**src/rtl/core_rrv_muldiv_pkg.sv**
```systemverilog
// Shared types and constants for the rrv M-extension multiply/divide unit.
// Provides:
//   t_muldiv_op    - operation encoding, identical to the RISC-V M funct3 field
//   t_muldiv_state - control FSM states of core_rrv_muldiv
//   MULDIV_FUNCT7 / OPCODE_OP - decode constants reused by core_rrv_ctrl
//   small helpers that classify an operation from its funct3 bits
package core_rrv_muldiv_pkg;

    typedef enum logic [2:0] {
        MUL    = 3'b000,
        MULH   = 3'b001,
        MULHSU = 3'b010,
        MULHU  = 3'b011,
        DIV    = 3'b100,
        DIVU   = 3'b101,
        REM    = 3'b110,
        REMU   = 3'b111
    } t_muldiv_op;

    typedef enum logic [2:0] {
        IDLE     = 3'd0,
        MUL_WAIT = 3'd1,
        DIV_RUN  = 3'd2,
        DIV_FIX  = 3'd3,
        DONE     = 3'd4
    } t_muldiv_state;

    localparam logic [6:0] MULDIV_FUNCT7 = 7'b0000001;
    localparam logic [6:0] OPCODE_OP     = 7'b0110011;

    // funct3[2] separates the divide group from the multiply group
    function automatic logic opIsDiv(input t_muldiv_op op);
        return op[2];
    endfunction

    // DIV and REM (funct3[0]==0) treat their operands as signed
    function automatic logic opIsSignedDiv(input t_muldiv_op op);
        return ~op[0];
    endfunction

    // REM/REMU return the remainder instead of the quotient
    function automatic logic opIsRem(input t_muldiv_op op);
        return op[1];
    endfunction

endpackage

```
**src/rtl/core_rrv_div_iter.sv**
```systemverilog
// Iterative restoring divider datapath, one quotient bit per clock.
// Operates on unsigned magnitudes; sign handling lives in the parent.
// Ports:
//   Clock, Rst            - core clock, asynchronous active-high reset
//   Start                 - load Dividend/Divisor and begin XLEN iterations
//   Kill                  - abandon any running division
//   Dividend, Divisor     - unsigned operands, sampled on Start
//   Quotient, Remainder   - results, valid once the iterations have finished
//   Done                  - high during the cycle whose clock edge performs
//                           the final iteration
module core_rrv_div_iter
    import core_rrv_muldiv_pkg::*;
#(
    parameter int XLEN = 32
) (
    input  logic            Clock,
    input  logic            Rst,
    input  logic            Start,
    input  logic            Kill,
    input  logic [XLEN-1:0] Dividend,
    input  logic [XLEN-1:0] Divisor,
    output logic [XLEN-1:0] Quotient,
    output logic [XLEN-1:0] Remainder,
    output logic            Done
);

    localparam int CNT_W = $clog2(XLEN) + 1;

    logic [XLEN-1:0]  remR;
    logic [XLEN-1:0]  quoR;
    logic [XLEN-1:0]  divR;
    logic [CNT_W-1:0] cntR;
    logic [XLEN:0]    shiftedS;
    logic [XLEN:0]    diffS;
    logic [XLEN-1:0]  remNextS;
    logic [XLEN-1:0]  quoNextS;
    logic             activeS;

    assign activeS   = (cntR != '0);
    assign Done      = activeS && (cntR == CNT_W'(1));
    assign Quotient  = quoR;
    assign Remainder = remR;

    // One restoring step: shift in the next dividend bit, trial-subtract the divisor
    always_comb begin
        shiftedS = {remR, quoR[XLEN-1]};
        diffS    = shiftedS - {1'b0, divR};
        remNextS = shiftedS[XLEN-1:0];
        quoNextS = {quoR[XLEN-2:0], 1'b0};
        if (diffS[XLEN]) begin
            remNextS = shiftedS[XLEN-1:0];
            quoNextS = {quoR[XLEN-2:0], 1'b0};
        end else begin
            remNextS = diffS[XLEN-1:0];
            quoNextS = {quoR[XLEN-2:0], 1'b1};
        end
    end

    // Shift registers and iteration counter; the dividend shifts out of quoR as quotient bits shift in
    always_ff @(posedge Clock or posedge Rst) begin
        if (Rst) begin
            remR <= '0;
            quoR <= '0;
            divR <= '0;
            cntR <= '0;
        end else if (Kill) begin
            cntR <= '0;
        end else if (Start) begin
            remR <= '0;
            quoR <= Dividend;
            divR <= Divisor;
            cntR <= CNT_W'(XLEN);
        end else if (activeS) begin
            remR <= remNextS;
            quoR <= quoNextS;
            cntR <= cntR - CNT_W'(1);
        end
    end

endmodule

```
**src/rtl/core_rrv_muldiv.sv**
```systemverilog
// Multi-cycle RV32M/RV64M multiply/divide unit beside the Q102H ALU.
// Multiplies complete MUL_LATENCY cycles after acceptance; divides take
// XLEN+2 cycles (abs values at accept, XLEN iterations, sign fix-up), except
// divide-by-zero and signed overflow which answer the next cycle.
// Ports:
//   Clock, Rst                      - core clock, async active-high reset
//   ReqValidQ102H / ReqReadyQ102H   - request handshake
//   Funct3Q102H, Rs1DataQ102H,
//   Rs2DataQ102H, RdQ102H           - operation, operands, destination tag
//   Kill                            - flush in-flight / pending operation
//   RspValid / RspReady             - response handshake
//   RspData, RspRd                  - result and its destination tag
//   Busy                            - unit not idle (hazard detection)
module core_rrv_muldiv
    import core_rrv_muldiv_pkg::*;
#(
    parameter int XLEN        = 32,
    parameter int MUL_LATENCY = 2,
    parameter int RF_NUM_MSB  = 4
) (
    input  logic                Clock,
    input  logic                Rst,
    input  logic                ReqValidQ102H,
    output logic                ReqReadyQ102H,
    input  logic [2:0]          Funct3Q102H,
    input  logic [XLEN-1:0]     Rs1DataQ102H,
    input  logic [XLEN-1:0]     Rs2DataQ102H,
    input  logic [RF_NUM_MSB:0] RdQ102H,
    input  logic                Kill,
    output logic                RspValid,
    input  logic                RspReady,
    output logic [XLEN-1:0]     RspData,
    output logic [RF_NUM_MSB:0] RspRd,
    output logic                Busy
);

    localparam int MUL_CNT_W = (MUL_LATENCY > 2) ? $clog2(MUL_LATENCY - 1) : 1;
    localparam t_muldiv_state MUL_FIRST_STATE = (MUL_LATENCY == 1) ? DONE : MUL_WAIT;

    t_muldiv_state          stateR;
    t_muldiv_state          nextStateS;
    t_muldiv_op             reqOpS;
    logic                   acceptS;
    logic                   reqIsDivS;
    logic                   divZeroS;
    logic                   divOvfS;
    logic                   fastS;
    logic                   aNegS;
    logic                   bNegS;
    logic [XLEN-1:0]        absAS;
    logic [XLEN-1:0]        absBS;
    logic [XLEN-1:0]        fastResultS;
    logic [2*XLEN-1:0]      mulAS;
    logic [2*XLEN-1:0]      mulBS;
    logic [2*XLEN-1:0]      productS;
    logic [XLEN-1:0]        mulSelS;
    logic [XLEN-1:0]        divQuoS;
    logic [XLEN-1:0]        divRemS;
    logic                   divDoneS;
    logic [XLEN-1:0]        fixResultS;
    logic [XLEN-1:0]        rspNextS;
    logic                   loadRspS;
    logic [MUL_CNT_W-1:0]   mulCntR;
    logic [XLEN-1:0]        mulResultR;
    logic [XLEN-1:0]        rspDataR;
    logic [RF_NUM_MSB:0]    rdR;
    logic                   isRemR;
    logic                   negQuoR;
    logic                   negRemR;

    assign reqOpS        = t_muldiv_op'(Funct3Q102H);
    assign ReqReadyQ102H = (stateR == IDLE) || ((stateR == DONE) && RspReady);
    assign acceptS       = ReqValidQ102H && ReqReadyQ102H && !Kill;
    assign RspValid      = (stateR == DONE);
    assign Busy          = (stateR != IDLE);
    assign RspData       = rspDataR;
    assign RspRd         = rdR;

    // Request decode: fast-path detection, absolute values and the multiplier array
    always_comb begin
        reqIsDivS = opIsDiv(reqOpS);
        divZeroS  = (Rs2DataQ102H == '0);
        divOvfS   = opIsSignedDiv(reqOpS)
                    && (Rs1DataQ102H == {1'b1, {(XLEN-1){1'b0}}})
                    && (Rs2DataQ102H == '1);
        fastS     = divZeroS || divOvfS;
        aNegS     = opIsSignedDiv(reqOpS) && Rs1DataQ102H[XLEN-1];
        bNegS     = opIsSignedDiv(reqOpS) && Rs2DataQ102H[XLEN-1];
        absAS     = aNegS ? ('0 - Rs1DataQ102H) : Rs1DataQ102H;
        absBS     = bNegS ? ('0 - Rs2DataQ102H) : Rs2DataQ102H;
        if (divZeroS) begin
            fastResultS = opIsRem(reqOpS) ? Rs1DataQ102H : '1;
        end else begin
            fastResultS = opIsRem(reqOpS) ? '0 : Rs1DataQ102H;
        end
        // rs1 is signed for MUL/MULH/MULHSU, rs2 only for MULH; sign-extending
        // to 2*XLEN makes the low 2*XLEN product bits exact for every mix
        mulAS    = {{XLEN{(reqOpS[1:0] != 2'b11) && Rs1DataQ102H[XLEN-1]}}, Rs1DataQ102H};
        mulBS    = {{XLEN{(reqOpS[1:0] == 2'b01) && Rs2DataQ102H[XLEN-1]}}, Rs2DataQ102H};
        productS = mulAS * mulBS;
        mulSelS  = (reqOpS[1:0] == 2'b00) ? productS[XLEN-1:0] : productS[2*XLEN-1:XLEN];
    end

    core_rrv_div_iter #(
        .XLEN(XLEN)
    ) uDivIter (
        .Clock     (Clock),
        .Rst       (Rst),
        .Start     (acceptS && reqIsDivS && !fastS),
        .Kill      (Kill),
        .Dividend  (absAS),
        .Divisor   (absBS),
        .Quotient  (divQuoS),
        .Remainder (divRemS),
        .Done      (divDoneS)
    );

    // Sign fix-up of the unsigned divider result
    always_comb begin
        if (isRemR) begin
            fixResultS = negRemR ? ('0 - divRemS) : divRemS;
        end else begin
            fixResultS = negQuoR ? ('0 - divQuoS) : divQuoS;
        end
    end

    // Next-state logic: Kill first, then a new accept, then normal sequencing
    always_comb begin
        nextStateS = stateR;
        if (Kill) begin
            nextStateS = IDLE;
        end else if (acceptS) begin
            if (reqIsDivS) begin
                nextStateS = fastS ? DONE : DIV_RUN;
            end else begin
                nextStateS = MUL_FIRST_STATE;
            end
        end else begin
            case (stateR)
                IDLE:     nextStateS = IDLE;
                MUL_WAIT: nextStateS = (mulCntR == '0) ? DONE : MUL_WAIT;
                DIV_RUN:  nextStateS = divDoneS ? DIV_FIX : DIV_RUN;
                DIV_FIX:  nextStateS = DONE;
                DONE:     nextStateS = RspReady ? IDLE : DONE;
                default:  nextStateS = IDLE;
            endcase
        end
    end

    // Response data source, loaded only on entry into DONE so a stalled result stays put
    always_comb begin
        loadRspS = (nextStateS == DONE) && ((stateR != DONE) || acceptS);
        case (stateR)
            MUL_WAIT: rspNextS = mulResultR;
            DIV_FIX:  rspNextS = fixResultS;
            default:  rspNextS = reqIsDivS ? fastResultS : mulSelS;
        endcase
    end

    // FSM state register
    always_ff @(posedge Clock or posedge Rst) begin
        if (Rst) begin
            stateR <= IDLE;
        end else begin
            stateR <= nextStateS;
        end
    end

    // Operation context captured at accept, multiply latency counter and response register
    always_ff @(posedge Clock or posedge Rst) begin
        if (Rst) begin
            mulCntR    <= '0;
            mulResultR <= '0;
            rspDataR   <= '0;
            rdR        <= '0;
            isRemR     <= 1'b0;
            negQuoR    <= 1'b0;
            negRemR    <= 1'b0;
        end else begin
            if (acceptS) begin
                rdR        <= RdQ102H;
                isRemR     <= opIsRem(reqOpS);
                negQuoR    <= aNegS ^ bNegS;
                negRemR    <= aNegS;
                mulResultR <= mulSelS;
                mulCntR    <= MUL_CNT_W'(MUL_LATENCY - 2);
            end else if ((stateR == MUL_WAIT) && (mulCntR != '0)) begin
                mulCntR <= mulCntR - MUL_CNT_W'(1);
            end
            if (loadRspS) begin
                rspDataR <= rspNextS;
            end
        end
    end

endmodule

```
**config.mk**
```make
export PLATFORM = sky130hd
export DESIGN_NAME = core_rrv_muldiv
export DESIGN_NICKNAME = d
export VERILOG_FILES = /design/src/rtl/core_rrv_muldiv_pkg.sv /design/src/rtl/core_rrv_div_iter.sv /design/src/rtl/core_rrv_muldiv.sv
export SDC_FILE = /design/constraint.sdc
export NUM_CORES = 2
export LEC_CHECK = 0
export ABC_CLOCK_PERIOD_IN_PS = 7400
export BUFFER_PORTS_ARGS = -buffer_cell sky130_fd_sc_hd__buf_2
export CAP_MARGIN = 20
export CORE_ASPECT_RATIO = 0.8
export CORE_UTILIZATION = 60
export DETAILED_ROUTE_END_ITERATION = 16
export PLACE_DENSITY = 0.77
export SLEW_MARGIN = 20
export SYNTH_ARGS = -nofsm -noshare
export SYNTH_HDL_FRONTEND = slang
export SYNTH_SLANG_ARGS = --single-unit
```
**constraint.sdc**
```tcl
create_clock -name Clock -period 7.4 [get_ports Clock]
set_input_delay 0.74 -clock Clock [delete_from_list [all_inputs] [get_ports Clock]]
set_output_delay 0.74 -clock Clock [all_outputs]
set_load 0.01 [all_outputs]
```
---- Word level (Yosys, flattened, before mapping) ----
Index checks and enable logic that the tools add are counted.
Widths: inputs -> output; s select.
cells by class
  multiply operators ...................... 1
  bitwise operators ....................... 3
  $add $sub $neg .......................... 7
  equality and inequality tests ........... 11
  multiplexer cells ....................... 30
  reduce and logical (&&, ||, !) cells .... 29
operator list
  kind                   count
  $mux 32                15
  $sub 1x32->32 const A  4
  $eq 32x32->1 const B   2
  $mul 33x33->64         1
  $pmux 32 s2            1
  $sub 33x32->33         1
  $logic_not 32->1       1
  $mux 3                 6
  $mux 6                 3
  $logic_and 1x1->1      14
  $pmux 3 s4             1
  $eq 3x2->1 const B     2
  $eq 3x3->1 const B     2
  $eq 6x1->1 const B     1
  $reduce_bool 3->1      2
  $reduce_bool 6->1      1
  $sub 6x1->6 const B    1
  $mux 1                 4
  $reduce_and 2->1       2
  $reduce_bool 2->1      2
  $eq 3x1->1 const B     1
  $logic_not 3->1        1
  $logic_or 1x1->1       3
  $ne 3x3->1 const B     1
  other kinds (7)        9
storage, ports and cells
  word-level logic and storage cells ...... 93
  register bits after elaboration ......... 178
  input port bits ......................... 77
  output and inout port bits .............. 40

---- Logic depth before layout (Yosys ltp) ----
  depth in word-level cells ............... 10
  depth in mapped cells ................... 31
  mapped depth without buffers ............ 28

---- Hierarchy ----
Synthesis repeated with hierarchy kept, for this count alone.
unflattened totals
  cell total of the unflattened synthesis .. 5940
  area total of the unflattened synthesis .. 51551.9 µm²
modules (own cells, without submodules)
  module             area each (µm²)  sequential area each (µm²)  cells each  instances
  core_rrv_muldiv    45127.0          1901.8                      5219        1
  core_rrv_div_iter  6424.9           2552.4                      721         1

---- Worst setup path before layout ----
OpenSTA, ideal clock, no wires.
  path kind ............................... input -> register
  start ................................... in Funct3Q102H[0]
  end ..................................... reg mulResultR[30]
  stages on the path ...................... 29
  buffers on the path ..................... 3
  data required time ...................... 7.296 ns
  setup slack ............................. -1.145 ns
  setup time .............................. 0.104 ns
  data arrival time ....................... 8.441 ns
  cell sequence ........................... clkbuf_1 a21boi_0 clkbuf_1 nand2_1 inv_1 fa_1 inv_1 fa_1 inv_1 fa_1 fa_1 inv_1 fa_1 inv_1 fa_1 inv_1 fa_1 fa_1 inv_1 ha_1 clkbuf_1 o2111ai_1 o21ai_0 nand2_1 o31ai_2 a31oi_1 o31ai_1 xnor2_1 a221oi_1
between the ends
  word-level cells in the longest chain between the ends .. 4
  elaborated cells between the ends (all ways) .. 7
  those cells by class .................... mul (1); eq/ne (2); mux (1); reduce/logical (3)
ends and longest elaborated chain
  item                                             RTL line                                      source
  from (decl)                                      core_rrv_muldiv.sv:25                         input logic [2:0] Funct3Q102H,
  $ne 2x2->1 / $eq 2x1->1 (equally long branches)  core_rrv_muldiv.sv:98, core_rrv_muldiv.sv:99
  $logic_and 1x1->1 (on tied branches)             core_rrv_muldiv.sv:98, core_rrv_muldiv.sv:99
  $mul 33x33->64                                   core_rrv_muldiv.sv:100                        productS = mulAS * mulBS;
  $mux 32 *                                        core_rrv_muldiv.sv:101                        mulSelS = (reqOpS[1:0] == 2'b00) ? productS[XLEN-1:0] : productS[2*XLEN-1:XLEN];
  to (signal assigned)                             core_rrv_muldiv.sv:185                        mulResultR <= mulSelS;
  to (decl)                                        core_rrv_muldiv.sv:64                         logic [XLEN-1:0] mulResultR;
Mark *: on every way between the ends. The rest lies on a longest branch, timed or not.
A chain may end at the register's enable or synchronous reset.

---- Worst setup path in the final report ----
  start ................................... in Rs2DataQ102H[31]
  end ..................................... reg mulResultR[30]
between the ends
  word-level cells in the longest chain between the ends .. 3
ends and longest elaborated chain
  item               RTL line                source
  from (decl)        core_rrv_muldiv.sv:27   input logic [XLEN-1:0] Rs2DataQ102H,
  $logic_and 1x1->1  core_rrv_muldiv.sv:99   mulBS = {{XLEN{(reqOpS[1:0] == 2'b01) && Rs2DataQ102H[XLEN-1]}}, Rs2DataQ102H};
  $mul 33x33->64 *   core_rrv_muldiv.sv:100
  $mux 32 *          core_rrv_muldiv.sv:101
Marked as above.

==> run summary <==
Hold-fix buffers at CTS - 0
Mapped Area - 51500 um^2
Outcome - finished, violations left
Clk sinks - 178
H-Tree Depth - 4
CTS root buf - clkbuf_16
Clock-pin slew on the worst setup and hold paths - 0.08 ns
Setup slack, reg-to-reg - 3.03 ns
Top cell by count, worst path - fa_1
Worst Skew - 0.0167 ns
Crit share post-route - 1.04
HP Class - input pin to async pin
GR Util All Layers - 0.386
Placement Rows - 95
Top Ports - 117
Post-route DRC - 2
CTS tree - yes
Worst Reg2Reg Path Length in Cells - 15
Total Wirelength - 166 mm
Vias in the first global route - 45000
Final GP Congestion - 1.01
RSZ-0062 raised after global routing - true
Clk_lat worst skew - 0.45 ns
Final worst setup slack - -0.286 ns
Post-Synth Simple-Gate Area - 0.158
Critical Path RT - 7.75 ns
Avg WL per Cell - 22.3 um
Mean number of vias per cell - 5.82
Final Hold Viols - 0
Total CTS buffers - 17
CP max stage delay - 0.54 ns
Post-Syn Area per Cell - 8.60 um^2
Post-DRT Antenna Nets - 0
Worst slew margin - 0.293
Final core occ - 0.709
Grt total ovfl - 0
Most common cell after layout, fill and taps aside - inv_1
Worst R2R Start - uDivIter.Quotient[31]$_DFFE_PP0P_
Cells after synthesis - 5984
Max-Cap Viols - 0
Post-synthesis compound-gate area fraction - 0.0867
Share of layout cells above drive strength 1 - 0.167
Slowest cell on crit path - fa_1
Die Wd - 329 um
Setup CP Type - input pin to flip-flop
Top FF cell, synth - dfrtp_1
Initial Util - 0.609
Worst-case clock buffer depth - 2
Number of DRC markers in iteration 0 - 4112
Area of the multi-input gates - 42100 um^2
TritonRoute pass-1 iters - 16
CP Capture Type - flip-flop
Placeable Area - 84500 um^2
Worst setup path start - Rs2DataQ102H[31]
Synth Register Bits - 178
EDFF count, synth - 0
Initial antenna violation count - 11
Syn Nets - 7439
Nets@finish - 7801
Final Max Tran Viols - 0
Fillers - 6266
Die area - 87000 um^2
CP Launch Type - input pin
Post-synthesis mux area share - 0.00841
Crit path capture - mulResultR[30]$_DFFE_PP0P_
Share of the yosys chip area belonging to registers - 0.0865
Yosys cell types - 90
Largest family of logic cells by synthesized area - adder cells
FMAX - 130 MHz
Largest net degree at the start of global routing - 81
Adder-Cell Fraction of Synth Area - 0.503
Die outline height - 264 um
Asr flop ratio synth - 1.00
Worst Path Max Fanout - 18
Tmin final - 7.69 ns
Failing checks - DRC, setup timing
Detail Placement HPWL - 136 mm
Worst-margin pin slew - 1.06 ns
Post-Synth XOR/XNOR Area - 0.0357
First-pass GRT wire length - 256 mm
Vias - 43500
Final setup viols - 22
Storage cell area - 4450 um^2
Worst EP arrival - 8.03 ns
Most frequent cells in the layout - inv_1 (1203), fa_1 (1087), nand2_1 (1027)
Worst R2R End - uDivIter.Remainder[0]$_DFFE_PP0P_
Area grow syn2layout - 16.4%
Warnings, synthesis - 0
# port buffers - 116
-- how the worst min path moves through the flow --
stage,startpoint,end,cells past startpoint
after floorplan,mulResultR[16]$_DFFE_PP0P_,mulResultR[16]$_DFFE_PP0P_,2
after global routing,Rst,RspData[24]$_DFFE_PP0P_,2
after CTS,Rst,RspData[24]$_DFFE_PP0P_,2
after global placement,RspRd[3]$_DFFE_PP0P_,RspRd[3]$_DFFE_PP0P_,2
after detailed placement,RspRd[2]$_DFFE_PP0P_,RspRd[2]$_DFFE_PP0P_,2
final,Rst,RspRd[3]$_DFFE_PP0P_,2
-- layout make-up --
class,instances,share of cell area
Antenna cell,7,0.000292
Tap cell,1115,0.0233
Sequential cell,178,0.0744
Inverter,1252,0.0789
Timing Repair Buffer,727,0.111
Multi-Input combinational cell,4170,0.703
Clock inverter,13,0.00213
Clock buffer,19,0.00740
-- stage by stage --
stage / area, um^2 / hold slack [ns] / worst slack, ns / cells / TNS, ns
after floorplan: 51900 / 0.447 / -0.536 / 5984 / -4.50
after global placement: 56800 / 0.455 / -0.858 / 7380 / -21.08
after detailed placement: 56800 / 0.462 / -0.961 / 7381 / -23.28
after CTS: 58800 / 0.415 / -0.184 / 7450 / -1.69
after global routing: 59900 / 0.449 / -0.436 / 7480 / -7.05
final: 59900 / 0.395 / -0.286 / 7481 / -2.85
-- registers in the layout, summed over array words and instances (netlist names) --
| register | flops |
|---|---|
| RspRd | 5 |
| negRemR | 1 |
| uDivIter.divR | 32 |
| stateR | 3 |
| isRemR | 1 |
| negQuoR | 1 |
| mulResultR | 32 |
| mulCntR | 1 |
| uDivIter.cntR | 6 |
| RspData | 32 |
| uDivIter.Remainder | 32 |
| uDivIter.Quotient | 32 |
-- logic make-up after synthesis --
kind of cell / after synthesis
buffers and inverters: 1636
adders and majority gates: 1397
AOI/OAI and AO/OA: 729
DFF: 178
muxes: 43
xor gates and xnor gates: 210
and+or+nand+nor: 1791
-- layer usage --
metal,GRT usage,vias to the layer above,wire length [um]
li1,-,18700,-
met1,0.541,22000,64900
met2,0.582,2381,73400
met3,0.0908,408,20500
met4,0.149,2,7720
met5,0,-,13
-- Yosys cell counts (all sizes together), types with 15 or more instances --
cell,number,area [um^2]
xnor2,128,1120
xor2,82,718
a31oi,16,100
and3,15,93.8
nor2b,20,125
mux2i,41,410
nor2,226,848
nand2b,21,139
buf,116,546
nand2,1047,3930
o21ai,235,1180
inv,1250,4690
o31ai,40,324
fa,1126,22500
o21a,15,113
clkbuf,268,1010
nand3,21,105
or3,19,119
dfrtp,178,4450
maj3,19,190
and2,280,1750
or4,15,128
o211ai,20,155
nor3,43,236
a211oi,23,188
a21o,52,392
ha,252,3150
nand4,32,206
a21oi,237,1190
nor4,15,143
-- critical path: cells and delay by family --
family / cells / cell delay, ns
AO/OA/AOI/OAI: 5 / 1.13
XOR/XNOR: 1 / 0.12
adder cells (fa/ha/maj): 9 / 4.32
buffers and inverters: 6 / 1.03
AND/OR/NAND/NOR: 5 / 0.67
-- repair_timing --
item	CTS	global route
buffers inserted	37	21
cloned	4	7
pin swaps	133	150
endpoints found under the hold margin	0	0
endpoints found under the setup margin	31	32
gates resized for setup	250	215
Power is left out: the tool's default activity adds up to more than one toggle a clock period on the data nets, which glitch-free logic cannot reach.
